`src/rtl/mux_sequencer_pkg.sv`:
```
// Shared constants and state encoding for the output-mux sequencer.
package mux_sequencer_pkg;

  localparam int N_CH  = 4;
  localparam int SEL_W = 2;

  typedef enum logic {
    IDLE = 1'b0,
    RUN  = 1'b1
  } seq_state_t;

endpackage

```
`src/rtl/mux_sequencer_tick_prescaler.sv`:
```
// Free-running divider that emits a one-cycle enable every TICK_DIV clocks
// of counting. The count freezes while en is low, so a paused block resumes
// mid-period instead of restarting it.
module tick_prescaler #(
  parameter int TICK_DIV = 50_000_000
) (
  input  logic clk,
  input  logic rst,
  input  logic en,
  output logic tick
);

  localparam int            CW   = (TICK_DIV > 2) ? $clog2(TICK_DIV) : 1;
  localparam logic [CW-1:0] LAST = CW'(TICK_DIV - 1);

  logic [CW-1:0] count;

  // Count 0..TICK_DIV-1 while enabled, wrapping to zero after the last value.
  always_ff @(posedge clk) begin
    if (rst) begin
      count <= '0;
    end else if (en) begin
      count <= (count == LAST) ? '0 : count + 1'b1;
    end
  end

  // Gated by en and rst so a frozen or resetting counter parked on LAST
  // never emits a tick.
  assign tick = en & ~rst & (count == LAST);

endmodule

```
`src/rtl/mux_sequencer.sv`:
```
// Round-robin sequencer for the 4-channel output mux: dwells HOLD_TICKS
// prescaler ticks on each participating channel, then steps to the next one.
//
//   state | meaning
//   IDLE  | no channel driven (saida = 0), waiting for enable and a non-empty mask
//   RUN   | saida drives channel sel; counting dwell ticks
module mux_sequencer
  import mux_sequencer_pkg::*;
#(
  parameter int TICK_DIV   = 50_000_000,
  parameter int HOLD_TICKS = 1
) (
  input  logic             clk,
  input  logic             rst,
  input  logic             enable,
  input  logic [N_CH-1:0]  ch_mask,
  output logic [N_CH-1:0]  saida,
  output logic [SEL_W-1:0] sel,
  output logic             tick,
  output logic             advance
);

  localparam int            DW     = (HOLD_TICKS > 2) ? $clog2(HOLD_TICKS) : 1;
  localparam logic [DW-1:0] LAST_D = DW'(HOLD_TICKS - 1);

  seq_state_t       state, state_n;
  logic [SEL_W-1:0] sel_n;
  logic [N_CH-1:0]  saida_n;
  logic [DW-1:0]    dwell, dwell_n;
  logic             advance_n;

  // First set bit of mask strictly after cur, wrapping; returns cur itself
  // when it is the only set bit. The mask is rotated so bit 0 lines up with
  // cur+1, then a priority scan picks the lowest set bit.
  function automatic logic [SEL_W-1:0] next_ch(input logic [N_CH-1:0]  mask,
                                              input logic [SEL_W-1:0] cur);
    logic [2*N_CH-1:0] dbl;
    logic [2*N_CH-1:0] shifted;
    logic [N_CH-1:0]   rot;
    logic [SEL_W-1:0]  inc;
    logic [SEL_W-1:0]  off;
    inc     = cur + SEL_W'(1);
    dbl     = {mask, mask};
    shifted = dbl >> inc;
    rot     = shifted[N_CH-1:0];
    off     = '0;
    for (int i = N_CH - 1; i >= 0; i--) begin
      if (rot[i]) off = SEL_W'(i);
    end
    return inc + off;
  endfunction

  tick_prescaler #(
    .TICK_DIV (TICK_DIV)
  ) u_prescaler (
    .clk  (clk),
    .rst  (rst),
    .en   (enable),
    .tick (tick)
  );

  // Register state and all outputs so saida/sel/advance change together.
  always_ff @(posedge clk) begin
    if (rst) begin
      state   <= IDLE;
      sel     <= '0;
      saida   <= '0;
      dwell   <= '0;
      advance <= 1'b0;
    end else begin
      state   <= state_n;
      sel     <= sel_n;
      saida   <= saida_n;
      dwell   <= dwell_n;
      advance <= advance_n;
    end
  end

  // Next-state and output decode; an emptied mask wins over everything,
  // then pause, then a masked-off current channel, then the dwell timer.
  always_comb begin
    state_n   = state;
    sel_n     = sel;
    dwell_n   = dwell;
    advance_n = 1'b0;
    case (state)
      IDLE: begin
        if (enable && (ch_mask != '0)) begin
          state_n   = RUN;
          sel_n     = next_ch(ch_mask, SEL_W'(N_CH - 1));
          dwell_n   = '0;
          advance_n = 1'b1;
        end
      end
      RUN: begin
        if (ch_mask == '0) begin
          state_n = IDLE;
          dwell_n = '0;
        end else if (enable) begin
          if (!ch_mask[sel]) begin
            sel_n     = next_ch(ch_mask, sel);
            dwell_n   = '0;
            advance_n = 1'b1;
          end else if (tick) begin
            if (dwell == LAST_D) begin
              sel_n     = next_ch(ch_mask, sel);
              dwell_n   = '0;
              advance_n = 1'b1;
            end else begin
              dwell_n = dwell + 1'b1;
            end
          end
        end
      end
      default: begin
        state_n = IDLE;
        dwell_n = '0;
      end
    endcase
    saida_n = (state_n == RUN) ? (N_CH'(1) << sel_n) : '0;
  end

endmodule

```
`config.mk`:
```
export PLATFORM = sky130hd
export DESIGN_NAME = mux_sequencer
export DESIGN_NICKNAME = d
export VERILOG_FILES = /design/src/rtl/mux_sequencer_pkg.sv /design/src/rtl/mux_sequencer_tick_prescaler.sv /design/src/rtl/mux_sequencer.sv
export SDC_FILE = /design/constraint.sdc
export NUM_CORES = 1
export LEC_CHECK = 0
export CAP_MARGIN = 20
export CORE_ASPECT_RATIO = 1.2
export CORE_MARGIN = 2
export CORE_UTILIZATION = 51
export DETAILED_ROUTE_END_ITERATION = 10
export GPL_TIMING_DRIVEN = 0
export PLACE_DENSITY = 0.81
export SKIP_CTS_REPAIR_TIMING = 1
export SLEW_MARGIN = 15
export SYNTH_ARGS = -nofsm -noshare
export SYNTH_HDL_FRONTEND = slang
export SYNTH_SLANG_ARGS = --single-unit
```
`constraint.sdc`:
```
create_clock -name clk -period 2.59 [get_ports clk]
set_input_delay 0.518 -clock clk [delete_from_list [all_inputs] [get_ports clk]]
set_output_delay 0.518 -clock clk [all_outputs]
set_load 0.1 [all_outputs]
```
Word level (Yosys, flattened, before mapping)

Index checks and enable logic that the tools add are counted.

Bitwise logic cells: 5
Eq/ne operators: 4
Magnitude comparators: 1
Reduce and logical (&&, ||, !) cells: 5
Muxes and demuxes: 44
$add $sub $neg: 5
Shift-type cells: 2

Operator list:

| cell                                                  | count |
|---|---|
| 2-to-1 mux 2 bit                                      | 24 |
| adder 26 x 1 -> 26 bit, second input constant         | 1 |
| equality test 26 bit, second input constant           | 1 |
| 2-to-1 mux 26 bit                                     | 1 |
| 2-to-1 mux 1 bit                                      | 14 |
| >> shifter 8 x 2 -> 4 bit                             | 1 |
| case mux 1 bit (2 select lines)                       | 3 |
| adder 2 bit                                           | 2 |
| logical NOT 4 bit                                     | 1 |
| inequality test 4 bit, second input constant          | 1 |
| case mux 2 bit (2 select lines)                       | 1 |
| nonzero test 4 bit                                    | 1 |
| << shifter 1 x 2 -> 4 bit, first input constant       | 1 |
| < comparator 2 x 3 -> 1 bit, second input constant    | 1 |
| inequality test 3 x 2 -> 1 bit, second input constant | 1 |
| NOT 1 bit                                             | 3 |
| AND reduction 3 bit                                   | 1 |
| adder 2 x 1 -> 2 bit, second input constant           | 1 |
| AND 1 bit                                             | 2 |
| binary-select mux 1 bit (select 2 bit)                | 1 |
| inequality test 2 bit, second input constant          | 1 |
| OR reduction 2 bit                                    | 1 |
| adder 1 bit, second input constant                    | 1 |
| logical AND 1 bit                                     | 1 |

Bits of input ports: 7
Output and inout bits: 8
Bits in registers: 35

Depth between registers and ports, before layout

Gate-level depths: netlist (run 1).

Word-level depth: 20
Mapped depth: 12
Mapped depth without buffers: 11

Modules after synthesis

A second synthesis (run 1) with hierarchy kept.

Cell total of the unflattened synthesis: 233
Area total of the unflattened synthesis: 2,031.9 µm²

Modules (own cells, without submodules):

| module         | seq. area each (µm²) | instances | area an instance (µm²) | cells an instance |
|---|---|---|---|---|
| tick_prescaler | 520.5                | 1         | 1,330.0                | 151 |
| mux_sequencer  | 160.2                | 1         | 701.9                  | 82 |

Worst setup path after synthesis (run 1)

Ideal clock, no wire load.

Path type: flip-flop to flip-flop
From: register sel[1]
To: register saida[0]
Path slack: -0.753 ns
Buffers on the path: 1
Library setup time: 0.096 ns
Period minus slack after synthesis: 3.343 ns
Cell stages (with the launch flop): 12
Arrival time: 3.247 ns
Data required time: 2.494 ns
Path through: dfxtp_1 -> clkbuf_1 -> nand2b_1 -> a21oi_1 -> o32a_1 -> a21oi_1 -> ha_1 -> xnor2_1 -> or4_1 -> a211oi_1 -> mux2i_1 -> nor4b_1

Longest elaborated chain between the ends: 20

Ends and longest elaborated chain:

| element                           | RTL line             | text |
|---|---|---|
| start, declared                   | mux_sequencer.sv:18  | `output logic [SEL_W-1:0] sel,` |
| start signal, assigned            | mux_sequencer.sv:72  | `sel <= sel_n;` |
| adder 2 x 1 -> 2 bit              | mux_sequencer.sv:42  | `inc = cur + SEL_W'(1);` |
| >> shifter 8 x 2 -> 4 bit         | mux_sequencer.sv:44  | `shifted = dbl >> inc;` |
| 2-to-1 mux 2 bit (4 in series)    | mux_sequencer.sv:48  | `if (rot[i]) off = SEL_W'(i);` |
| 2-to-1 mux 2 bit                  | mux_sequencer.sv:105 | `if (dwell == LAST_D) begin` |
| 2-to-1 mux 2 bit                  | mux_sequencer.sv:104 | `end else if (tick) begin` |
| 2-to-1 mux 2 bit                  | mux_sequencer.sv:100 | `if (!ch_mask[sel]) begin` |
| 2-to-1 mux 2 bit                  | mux_sequencer.sv:99  | `end else if (enable) begin` |
| 2-to-1 mux 2 bit                  | mux_sequencer.sv:96  | `if (ch_mask == '0) begin` |
| 2-to-1 mux 2 bit                  | mux_sequencer.sv:86  | `case (state)` |
| adder 2 bit                       | mux_sequencer.sv:50  | `return inc + off;` |
| 2-to-1 mux 2 bit                  | mux_sequencer.sv:105 |  |
| 2-to-1 mux 2 bit                  | mux_sequencer.sv:104 |  |
| 2-to-1 mux 2 bit                  | mux_sequencer.sv:100 |  |
| 2-to-1 mux 2 bit                  | mux_sequencer.sv:99  |  |
| 2-to-1 mux 2 bit                  | mux_sequencer.sv:96  |  |
| case mux 2 bit (2 select lines) * | mux_sequencer.sv:86  |  |
| << shifter 1 x 2 -> 4 bit *       | mux_sequencer.sv:120 | `saida_n = (state_n == RUN) ? (N_CH'(1) << sel_n) : '0;` |
| end signal, assigned              | mux_sequencer.sv:73  | `saida <= saida_n;` |
| end, declared                     | mux_sequencer.sv:17  | `output logic [N_CH-1:0] saida,` |

Mark *: on every way between the ends. The rest lies on a longest branch, timed or not. The select of a mux whose other input is x is not followed.
A chain may end at the register's enable or synchronous reset.

Worst setup path in the final report (run 1)

From: register sel[1]
To: register saida[1]

Same word-level chain as after synthesis.

==> impl_metrics.ini, run 1 <==
[yosys]
ys_ff_latch = 34
synth_seq_area_share_pct = 38.9
synth_commonest_cells = dfxtp_1, nor2_1, nand2_1
netlist_instances = 207
netlist_area_um2 = 1750
synth_top_area_share_pct = 38.9
synth_warnings = 0
synth.area.top_cells = dfxtp_1, xor2_1, nor2_1
synth_top_area_cell = dfxtp_1
async_flop_share_pct = 0
synth.distinct_cells = 45
ys_dominant_reg_cell = dfxtp_1
synth-edff-count = 0
yosysMostFrequentCell = dfxtp_1
synth_nets = 216
synth_area_per_cell_um2 = 8.45

[clock_network]
root_buffer = clkbuf_8
path_clk_slew_ps = 60
clk_latency_ps = 290
cts_tree = yes
clk_path_buf_depth = 2
cts_made_buffers = 5
h-tree-depth = 2
clkSinkCount = 34

[timing]
period_share_pct = 101
hold_violations = 0
rsz0062_at_grt = yes
finalSetupViolations = 4
layout_setup_ws_ps = -34.5
fin_worst_skew_ps = 3.95
worst_slew_pin_slew_ps = 967
slew_headroom_pct = 35.3
slew_viol_final = 0
fmax_ghz = 0.381
min_period_ps = 2620

[global_route]
antenna_found_initial = 0
met2_usage_pct = 32.7
first_global_vias = 1328
grt_pass1_wl_mm = 5.47
busiest_layer = met2
grt_max_degree = 11
grt_util_met1_pct = 19.2
grt_usage_pct = 18.4
grt.met3_usage_pct = 5.48
grt-ovfl-total = 0

[cells_and_area]
final_layout_size_suffix_gt1_share_pct = 19.7
antennaDiodeCount = 0
regArea_um2 = 686
multi_input_area_um2 = 1080
area_growth_syn_to_layout_pct = 21.5
fin_cells = 270
fillers = 280
layout.nets = 241

[place]
globalplace.congestion = 0.839
hpwl_mm = 2.38
placedCellCount = 256
pre_cts_slack_ps = -791
port_buffers = 12

[power_and_ir_drop]
vdd_drop_max_v = 0.000559
pwr-share-clk_pct = 34.1
p_sw_w = 0.000335
p_per_area_nw_per_um2 = 552
comb_power_share_pct = 19.2
power.internal_w = 0.000838
netSwitchingFraction_pct = 28.5
pwr-share-seq_pct = 46.7
p_leak_nw = 0.782

[setup_path]
reg2reg_depth = 12
critPathMaxFanout = 6
cp-end-kind = flip-flop
cp_data_arrival_time_ps = 2860
critPathKind = flip-flop to flip-flop
worstPathRequired_ps = 2820
cp-start-kind = flip-flop
reg2reg_slack_ps = -30

[floorplanning]
core_area_um2 = 3310
die_h_um = 68.2
initial_core_util_pct = 52.9
fp.dieW_um = 57.5
fp.dieArea_um2 = 3920
pin_count = 15
core.rowCount = 23

[drt]
wl_per_cell_um = 12.8
drc = 0
via_per_inst = 5.56
dr.first_iter.drc_count = 52
num_vias = 1501
first_pass_iters = 4
routed_wl_mm = 3.46
postRouteAntennaNets = 0

[min_path]
hp-class = flip-flop to flip-flop
hold_depth = 2

[status]
violations = setup timing
outcome = finished with violations

[job]
maxCapViolCount = 0
==> power groups by stage <==
stage          clock [W]  sequential [W]  combinational (W)
2_1_floorplan          0        0.000617          0.0000950
3_3_place_gp           0        0.000558           0.000197
3_5_place_dp           0        0.000559           0.000197
4_1_cts         0.000409        0.000547           0.000198
5_1_grt         0.000425        0.000549           0.000242
6_report        0.000400        0.000548           0.000225
==> registers in the layout (all words and copies together) (netlist names) <==
| register | cells |
|---|---|
| state | 1 |
| u_prescaler.count | 26 |
| advance | 1 |
| saida | 4 |
| sel | 2 |
==> worst paths after layout <==
kind / startpoint / endpoint
setup / recovery: sel[1] / saida[1]
hold / removal: u_prescaler.count[6] / u_prescaler.count[6]
setup reg to reg: sel[1] / saida[1]
hold reg to reg: u_prescaler.count[6] / u_prescaler.count[6]
==> cell families (layout without fill, tap and decap cells) <==
| kind of cell | Yosys count | after routing | share of synthesized area (%) |
|---|---|---|---|
| XOR/XNOR | 24 | 24 | 12.0 |
| multiplexers | 4 | 4 | 3.00 |
| adder cells (fa/ha/maj) | 2 | 2 | 1.43 |
| AND/OR/NAND/NOR | 103 | 103 | 31.5 |
| buffers and inverters | 14 | 40 | 3.43 |
| flip-flops | 34 | 34 | 38.9 |
| AO/OA/AOI/OAI | 26 | 26 | 9.73 |
==> worst max-delay path, cell delays in order, from the launching register on <==
cell,delay [ps]
dfxtp_4,360
nand2b_4,150
a21oi_2,120
o22ai_1,80
nor2_1,140
a21oi_2,50
ha_2,200
xnor2_2,130
or4_4,510
a211oi_2,270
mux2i_2,280
buf_4,160
and3_1,130
==> routing by layer <==
metal,vias up,share of wire [%]
li1,768,-
met1,690,42
met2,33,52
met3,10,4.0
met4,0,2.6
met5,-,0
==> placed cells by master, fill, tap and decap left out, types with 3 or more instances in the layout <==
master / n
clkbuf_1: 4
inv_1: 5
or3_1: 7
clkdlybuf4s50_1: 8
a21oi_1: 7
xor2_1: 14
nor2_1: 31
or2_2: 3
nand3_1: 5
clkbuf_8: 6
nand2_1: 18
buf_4: 9
and3_1: 3
dfxtp_1: 32
xnor2_1: 9
nand4_1: 3
and4_1: 3
buf_2: 3
nor3_1: 6
o21ai_0: 4
nor2b_1: 4
==> through the flow <==
stage | hold slack, ps | setup TNS, ps | instance area [um^2] | util [%] | power [W]
6_report | 504 | -64.7 | 2120 | 64.2 | 0.00117
5_1_grt | 524 | -521 | 2120 | 64.2 | 0.00122
4_1_cts | 508 | -2860 | 2030 | 61.5 | 0.00115
3_5_place_dp | 500 | -4210 | 1940 | 58.7 | 0.000756
3_3_place_gp | 480 | -4140 | 1940 | 58.7 | 0.000755
2_1_floorplan | 464 | -142 | 1780 | - | 0.000712
==> layout make-up <==
| type | instances | share of cell area (%) |
|---|---|---|
| timing repair buffer | 19 | 7.77 |
| sequential | 34 | 32.3 |
| inverter | 6 | 1.06 |
| clock buffer | 7 | 4.06 |
| clock inverter | 1 | 0.236 |
| multi-input combinational | 159 | 50.7 |
| buffer | 7 | 1.71 |
| tap | 37 | 2.18 |
No activity file was read; power rests on OpenSTA's default activity.
==> inputs of run 2 (changes only) <==
--- a/config.mk
+++ b/config.mk
@@ -7,7 +7,7 @@
 export LEC_CHECK = 0
 export CAP_MARGIN = 20
 export CORE_ASPECT_RATIO = 1.2
-export CORE_MARGIN = 2
+export CORE_MARGIN = 5
 export CORE_UTILIZATION = 51
 export DETAILED_ROUTE_END_ITERATION = 10
 export GPL_TIMING_DRIVEN = 0
==> run 2 against run 1 <==
- the flow still finishes with violations (setup timing)
- cell count is 0.37% higher
- non-clock buffer count is 1 higher
- worst hold slack better by 0.85 ps
- combinational power is 9.3% higher
- flip-flop and latch count stayed put
- first-iteration DRC count is 56% higher
- largest cell class unchanged
==> impl_metrics.ini, run 2 (synthesized netlist as in run 1, its figures left out) <==
[drt]
routed_wl_mm = 3.85
postRouteAntennaNets = 0
first_pass_iters = 4
via_per_inst = 5.77
num_vias = 1563
dr.first_iter.drc_count = 81
wl_per_cell_um = 14.2
drc = 0

[timing]
hold_violations = 0
fmax_ghz = 0.371
layout_setup_ws_ps = -104
period_share_pct = 104
slew_headroom_pct = 35.0
holdWs_ps = 504
min_period_ps = 2690
finalSetupViolations = 5
worst_slew_pin_slew_ps = 972
slew_viol_final = 0
rsz0062_at_grt = yes
fin_worst_skew_ps = 6.05

[clock_network]
path_clk_slew_ps = 70
clk_path_buf_depth = 2
cts_tree = yes
clkSinkCount = 34
h-tree-depth = 2
cts_made_buffers = 5
root_buffer = clkbuf_8
clk_latency_ps = 290

[status]
outcome = finished with violations
violations = setup timing

[min_path]
hp-class = flip-flop to flip-flop
worstHoldStart = u_prescaler.count[6]

[cells_and_area]
final_cell_area_um2 = 2150
antennaDiodeCount = 0
layout_commonest_cell = dfxtp_1
final_cell_mix = dfxtp_1, nor2_1, nand2_1
area_growth_syn_to_layout_pct = 23.2
top_regs = u_prescaler.count x26, saida x4, sel x2
largest_reg_flops = 26
final_core_util_pct = 64.5
final_layout_size_suffix_gt1_share_pct = 20.9
layout.nets = 242
regMostFlops = u_prescaler.count

[setup_path]
cp-start-kind = input pin
critPathKind = input pin to flip-flop
reg2reg_slack_ps = -100
worstPathRequired_ps = 2760
cp_data_arrival_time_ps = 2870
timing.rr.start = sel[1]
cp-end-kind = flip-flop
critPathMaxFanout = 6
startpoint = ch_mask[3]

[place]
globalplace.congestion = 0.803
port_buffers = 12
placed_area_um2 = 1940
hpwl_mm = 2.58

[floorplanning]
fp.dieArea_um2 = 4710
core.rowCount = 23
fp.dieW_um = 63.5
initial_core_util_pct = 52.4
core_area_um2 = 3340
die_h_um = 74.2
pin_count = 15

[power_and_ir_drop]
power.internal_w = 0.000847
pwr-share-seq_pct = 46.0
p_sw_w = 0.000345
p_per_area_nw_per_um2 = 553
p_total_w = 0.00119
netSwitchingFraction_pct = 29.0
p_leak_nw = 0.789
pwr-share-clk_pct = 33.4
comb_power_share_pct = 20.7
vdd_drop_max_v = 0.000476

[global_route]
grt_max_degree = 11
grt_usage_pct = 15.8
grt_pass1_wl_mm = 5.95
grt-ovfl-total = 0
antenna_found_initial = 0
first_global_vias = 1398

[job]
maxCapViolCount = 0
[run 2: changes by cell type in the layout (fill, tap and decap cells not counted)]
cell,delta
a21oi_1,-1
a211oi_2,-1
nor4bb_1,-1
a21oi_2,+1
nor4bb_2,+1
nor2_2,-1
nor2_4,+1
a211oi_4,+1
buf_4,+1
[run 2: routing by layer]
| layer | wire, um | part of all wire, % | global-route usage, % |
|---|---|---|---|
| met3 | 235 | 6.1 | 4.83 |
| met4 | 130 | 3.4 | 7.16 |
| met5 | 0 | 0 | 0 |
| met1 | 1490 | 39 | 16.2 |
| met2 | 1990 | 52 | 29.6 |
[run 2: worst paths after layout]
kind | to | depth (start not counted)
setup reg to reg | saida[2] | 11
setup / recovery | saida[2] | 13
hold reg to reg | u_prescaler.count[6] | 2
hold / removal | u_prescaler.count[6] | 2
[run 2: area by class of cell]
type                    count  area, um^2
plain buffers               7        36.3
clock buffers               7        86.3
clock inverters             1        5.00
fillers                   270        1180
inverters                   6        22.5
multi-input cells         159        1100
flip-flops and latches     34         686
well taps                  37        46.3
repair buffers             20         173
[run 2: metrics by stage]
| step | instances | setup TNS, ps | setup WS, ps |
|---|---|---|---|
| 2_1_floorplan | 207 | -142 | -97.0 |
| 3_3_place_gp | 256 | -4150 | -771 |
| 3_5_place_dp | 256 | -4410 | -819 |
| 4_1_cts | 264 | -3070 | -895 |
| 5_1_grt | 271 | -838 | -181 |
| 6_report | 271 | -407 | -104 |
[run 2: worst max-delay path: stages]
cell and delay [ps]:
buf_2 150, inv_2 80, nor2_4 130, a21oi_2 50
o32a_1 190, a21oi_2 150, ha_2 210, xnor2_2 80
or4_4 540, a211oi_4 280, mux2i_2 290, buf_4 160
nor3_1 40
[run 2: power by group through the flow]
stage          sequential, W  combinational (W)  clock (W)
2_1_floorplan       0.000617          0.0000950          0
3_3_place_gp        0.000558           0.000197          0
3_5_place_dp        0.000558           0.000201          0
4_1_cts             0.000547           0.000202   0.000411
5_1_grt             0.000550           0.000260   0.000436
6_report            0.000548           0.000246   0.000398
